`config.mk`:
```
export PLATFORM = sky130hd
export DESIGN_NAME = sram_mem_ctrl
export DESIGN_NICKNAME = d
export VERILOG_FILES = /design/src/rtl/sram_mem_ctrl.sv
export SDC_FILE = /design/constraint.sdc
export NUM_CORES = 1
export LEC_CHECK = 0
export CORE_MARGIN = 10
export CORE_UTILIZATION = 37
export DETAILED_ROUTE_END_ITERATION = 8
export GPL_TIMING_DRIVEN = 0
export PLACE_DENSITY = 0.76
export SLEW_MARGIN = 20
export SYNTH_ARGS = -nofsm -noshare
export SYNTH_HDL_FRONTEND = slang
export SYNTH_SLANG_ARGS = --single-unit
```
`constraint.sdc`:
```
create_clock -name clk -period 2 [get_ports clk]
set_input_delay 0.4 -clock clk [delete_from_list [all_inputs] [get_ports clk]]
set_output_delay 0.4 -clock clk [all_outputs]
set_load 0.01 [all_outputs]
```
`src/rtl/sram_mem_ctrl.sv`:
```
// sram_mem_ctrl: multicycle fetch/load/store responder driving one async 16-bit SRAM
// Ports: clk/rst (sync, active-high); fetch_req/fetch_addr -> ir_out/ir_valid;
//   data_req/data_we/data_addr/data_wdata -> data_rdata/data_valid; busy;
//   sram_addr/sram_wdata/sram_rdata and active-low sram_ce_n/sram_oe_n/sram_we_n.
// Option: define FETCH_HIT_EN for a one-entry fetch buffer that bypasses the SRAM on a hit.
module sram_mem_ctrl #(
  parameter int DATA_W = 16,
  parameter int ADDR_W = 18,
  parameter int WAIT_CYCLES = 2,
  parameter logic [DATA_W-1:0] NOP_INSTR = 16'h0800
) (
  input  logic              clk,
  input  logic              rst,
  input  logic              fetch_req,
  input  logic [15:0]       fetch_addr,
  output logic [DATA_W-1:0] ir_out,
  output logic              ir_valid,
  input  logic              data_req,
  input  logic              data_we,
  input  logic [15:0]       data_addr,
  input  logic [DATA_W-1:0] data_wdata,
  output logic [DATA_W-1:0] data_rdata,
  output logic              data_valid,
  output logic              busy,
  output logic [ADDR_W-1:0] sram_addr,
  output logic [DATA_W-1:0] sram_wdata,
  input  logic [DATA_W-1:0] sram_rdata,
  output logic              sram_ce_n,
  output logic              sram_oe_n,
  output logic              sram_we_n
);
  localparam logic [2:0] S_IDLE  = 3'd0;
  localparam logic [2:0] S_RD    = 3'd1;
  localparam logic [2:0] S_SETUP = 3'd2;
  localparam logic [2:0] S_WR    = 3'd3;
  localparam logic [2:0] S_HOLD  = 3'd4;
  localparam logic [2:0] S_DONE  = 3'd5;
  localparam logic [3:0] W_LOAD  = 4'(WAIT_CYCLES - 1);
  logic [2:0]        state_q, state_d;
  logic [3:0]        cnt_q;
  logic              fetch_q;
  logic [DATA_W-1:0] ir_q, rdata_q, wdata_q;
  logic [ADDR_W-1:0] addr_q;
  logic              ce_n_q, oe_n_q, we_n_q, ir_valid_q, data_valid_q;
  logic              idle, acc_data, acc_fetch, last, op_fetch, hit, rd_last;
  logic [DATA_W-1:0] hit_word;
  assign idle      = state_q == S_IDLE;
  assign acc_data  = idle && data_req;
  assign acc_fetch = idle && fetch_req && !data_req;
  assign last      = cnt_q == 4'd0;
  assign rd_last   = state_q == S_RD && last;
  // the op flag is only latched at accept, so look through to the request on that cycle
  assign op_fetch  = idle ? acc_fetch : fetch_q;
`ifdef FETCH_HIT_EN
  logic              buf_v_q;
  logic [15:0]       buf_tag_q;
  logic [DATA_W-1:0] buf_word_q;
  assign hit      = buf_v_q && buf_tag_q == fetch_addr;
  assign hit_word = buf_word_q;
  always_ff @(posedge clk) begin
    if (rst) begin
      buf_v_q    <= 1'b0;
      buf_tag_q  <= '0;
      buf_word_q <= '0;
    end else if (rd_last && fetch_q) begin
      buf_v_q    <= 1'b1;
      buf_tag_q  <= addr_q[15:0];
      buf_word_q <= sram_rdata;
    end else if (acc_data && data_we && data_addr == buf_tag_q) begin
      buf_v_q    <= 1'b0;
    end
  end
`else
  assign hit      = 1'b0;
  assign hit_word = '0;
`endif
  always_comb begin
    state_d = S_IDLE;
    case (state_q)
      S_IDLE:  state_d = acc_data ? (data_we ? S_SETUP : S_RD) : acc_fetch ? (hit ? S_DONE : S_RD) : S_IDLE;
      S_RD:    state_d = last ? S_DONE : S_RD;
      S_SETUP: state_d = S_WR;
      S_WR:    state_d = last ? S_HOLD : S_WR;
      S_HOLD:  state_d = S_DONE;
      default: state_d = S_IDLE;
    endcase
  end
  always_ff @(posedge clk) begin
    if (rst) begin
      state_q      <= S_IDLE;
      cnt_q        <= '0;
      fetch_q      <= 1'b0;
      ir_q         <= NOP_INSTR;
      rdata_q      <= '0;
      wdata_q      <= '0;
      addr_q       <= '0;
      ce_n_q       <= 1'b1;
      oe_n_q       <= 1'b1;
      we_n_q       <= 1'b1;
      ir_valid_q   <= 1'b0;
      data_valid_q <= 1'b0;
    end else begin
      state_q      <= state_d;
      cnt_q        <= (state_d != state_q && (state_d == S_RD || state_d == S_WR)) ? W_LOAD : (last ? cnt_q : cnt_q - 4'd1);
      ce_n_q       <= state_d == S_IDLE || state_d == S_DONE;
      oe_n_q       <= state_d != S_RD;
      we_n_q       <= state_d != S_WR;
      ir_valid_q   <= state_d == S_DONE && op_fetch;
      data_valid_q <= state_d == S_DONE && !op_fetch;
      if (acc_data || acc_fetch) begin
        fetch_q <= acc_fetch;
        addr_q  <= ADDR_W'(acc_data ? data_addr : fetch_addr);
      end
      if (acc_data && data_we)
        wdata_q <= data_wdata;
      if (acc_fetch && hit)
        ir_q <= hit_word;
      if (rd_last && fetch_q)
        ir_q <= sram_rdata;
      if (rd_last && !fetch_q)
        rdata_q <= sram_rdata;
    end
  end
  assign ir_out     = ir_q;
  assign ir_valid   = ir_valid_q;
  assign data_rdata = rdata_q;
  assign data_valid = data_valid_q;
  assign busy       = !idle;
  assign sram_addr  = addr_q;
  assign sram_wdata = wdata_q;
  assign sram_ce_n  = ce_n_q;
  assign sram_oe_n  = oe_n_q;
  assign sram_we_n  = we_n_q;
endmodule
```
==> flow_summary.json <==
{
  "gr-total-overflow": 0,
  "wl_um": 9150,
  "layout.nets": 549,
  "syn2layout_area_growth_pct": 62.5,
  "netlist_top_cells_count": "dfxtp_1, nor2_1, mux2i_1",
  "worst_path_max_delay_cell": "or4b_4",
  "grtUsageTotal": 0.146,
  "crit_path_start": "cnt_q[0]$_SDFFE_PP0P_",
  "grt_pass1_wl_um": 14900,
  "worstPathCellList": "inv_2 > ha_4 > or3b_4 > or4b_4 > buf_12 > mux2i_2 > nor2_1",
  "total_power_uw": 5820,
  "skew_ps": 8.12,
  "place_ws_ps": -474,
  "postLayoutSetupSlackWorst_ps": -16.2,
  "max-vdd-ir-drop_uv": 528,
  "first_iter_violations": 85,
  "cts-root-buf": "clkbuf_8",
  "ys_warn_count": 0,
  "cp_max_fo": 5,
  "antenna_found_initial": 0,
  "core_area_um2": 8090,
  "dieArea_um2": 12300,
  "setup_violations": 3,
  "critPathLaunchType": "flop",
  "synth-seq-area-share": 0.506,
  "slew_headroom": 0.650,
  "finalMaxSlewViolations": 0,
  "setup.worst_path.end_class": "flop",
  "avgRoutedWirePerCell_um": 15.6,
  "detail-route-antenna-nets": 0,
  "synth.avg_cell_area_um2": 9.54,
  "start_util": 0.376,
  "cts_htree_levels": 3,
  "cp.arrival_ps": 2230,
  "fp.dieH_um": 111,
  "cts_inserted_buffers": 9,
  "synthTopCellsByArea": "dfxtp_1, mux2i_1, nor2_1",
  "port_buffers": 137,
  "place_congestion": 0.775,
  "fin_crit_sh": 1.01,
  "async_flop_share": 0,
  "drv_cap": 0,
  "yosys_register_bits": 77,
  "period_needed_ps": 2020,
  "reg2reg_from": "cnt_q[0]$_SDFFE_PP0P_",
  "synth.largest_area_cell": "dfxtp_1",
  "violations": "setup timing",
  "drcViolationCount": 0,
  "grt_pass1_vias": 2998,
  "synth_top_area_frac": 0.506,
  "grt_max_degree": 15,
  "synth-edff-count": 0,
  "hpwlAfterDp_um": 7070,
  "clk_latency_ps": 340,
  "io_pins": 141,
  "synth.most_common_cell": "dfxtp_1",
  "drive_gt1_frac": 0.118,
  "hold_path_class": "in -> reg",
  "syn_area_um2": 3040,
  "power.leakage_uw": 0.00197,
  "synth_flop_cell": "dfxtp_1",
  "rows": 33,
  "cts.reportedPaths.clkPinSlew_ps": 80,
  "hold_viol_final": 0,
  "critPathRequiredTime_ps": 2210,
  "worstSetupPathType": "reg -> reg",
  "hold_ws_ps": 451,
  "status": "complete, but fails checks",
  "setup_tns_ps": -27.0,
  "clock-sinks": 77,
  "slowest_delay_ps": 570,
  "via_per_inst": 4.75,
  "tightest_slew_ps": 525,
  "synth_cell_types": 37,
  "max-clock-path-buffers": 2,
  "vias": 2795,
  "first_pass_iters": 4,
  "fmax_mhz": 496,
  "powerDensity_nw_per_um2": 1180,
  "synthCells": 319,
  "min_from": "rst",
  "rsz0062_at_grt": "true",
  "cts_tree": "yes",
  "die_x_um": 111,
  "num_antenna_cells": 0
}
[power by group]
| group | internal, uW | leakage (uW) | switching [uW] |
|---|---|---|---|
| Clock | 748 | 0.000113 | 588 |
| Combinational | 1310 | 0.00123 | 1120 |
| Sequential | 1860 | 0.000630 | 198 |
[layout by cell type (no fill, tap or decap), types with 2 or more instances in the layout]
cell type and count:
a211oi_1 16, a21oi_1 21, buf_2 2, buf_4 12
buf_6 5, bufinv_16 2, clkbuf_1 9, clkbuf_2 2
clkbuf_8 11, clkdlybuf4s50_1 136, conb_1 2, dfxtp_1 74
dfxtp_2 3, inv_1 3, inv_2 2, inv_6 2
mux2i_1 46, mux2i_2 2, nand2_1 37, nand4_1 2
nor2_1 57, nor2b_1 3, nor3_1 2, o211ai_1 2
o21ai_0 2, or2b_2 2, or3_1 2
[repair_timing]
action / CTS / global route
pin swaps: 2 / 3
hold buffers: 0 / 0
setup buffers: 8 / 3
gates resized for setup: 8 / 15
gates cloned: 1 / 1
endpoints found under the setup margin: 47 / 53
[metrics by stage]
stage | instance area (um2) | utilization | cells
final | 4950 | 0.611 | 588
after global routing | 4950 | 0.611 | 588
after CTS | 4900 | 0.605 | 586
after detailed placement | 4570 | 0.564 | 562
after global placement | 4570 | 0.564 | 562
after floorplan | 3060 | - | 320
[path summary, 6_finish.rpt]
kind / to / slack [ps] / cells after the start
worst max-delay path: ir_out[13]$_SDFFE_PP0P_ / -20 / 7
worst min-delay path: state_q[2]$_SDFF_PP0_ / 450 / 2
worst max register to register: ir_out[13]$_SDFFE_PP0P_ / -20 / 7
worst min register to register: sram_wdata[0]$_SDFFE_PP0P_ / 460 / 2
[cell type report]
type                            count  area [um2]
Tap cell                          105         131
Fill cell                         716        3150
Sequential cell                    77        1550
Buffer                             20         129
Timing Repair Buffer              150        1510
Clock buffer                       10         138
Clock inverter                      6        93.8
Inverter                            5        18.8
Multi-Input combinational cell    215        1390
[kinds of logic after synthesis]
| logic type | after synthesis | share of synthesized area |
|---|---|---|
| simple gates | 117 | 0.176 |
| flops | 77 | 0.506 |
| compound gates | 45 | 0.0929 |
| buf+inv | 28 | 0.0547 |
| xor+xnor | 1 | 0.00288 |
| mux | 48 | 0.158 |
| fa+ha+maj | 2 | 0.00822 |
| other cells | 1 | 0.00123 |
[routing by layer]
layer,share of wire,GRT usage,vias to the layer above
met5,0,0,-
met4,0.014,0.0538,0
met3,0.081,0.0628,10
met2,0.50,0.252,89
met1,0.41,0.155,1293
li1,-,-,1403
[sequential cells by signal, summed over array words and instances, names as in the netlist]
signal,flops
data_rdata,16
ir_out,16
sram_addr,16
sram_wdata,16
cnt_q,4
state_q,3
data_valid,1
fetch_q,1
ir_valid,1
sram_ce_n,1
sram_oe_n,1
sram_we_n,1
[worst max-delay path, delay by kind of cell (launching register included)]
family	cells	cell delay, ps
and+or+nand+nor	3	1000
adders and majority gates	1	130
muxes	1	170
buffers and inverters	2	260
DFF	1	330
(Power assumes the default switching activity.)
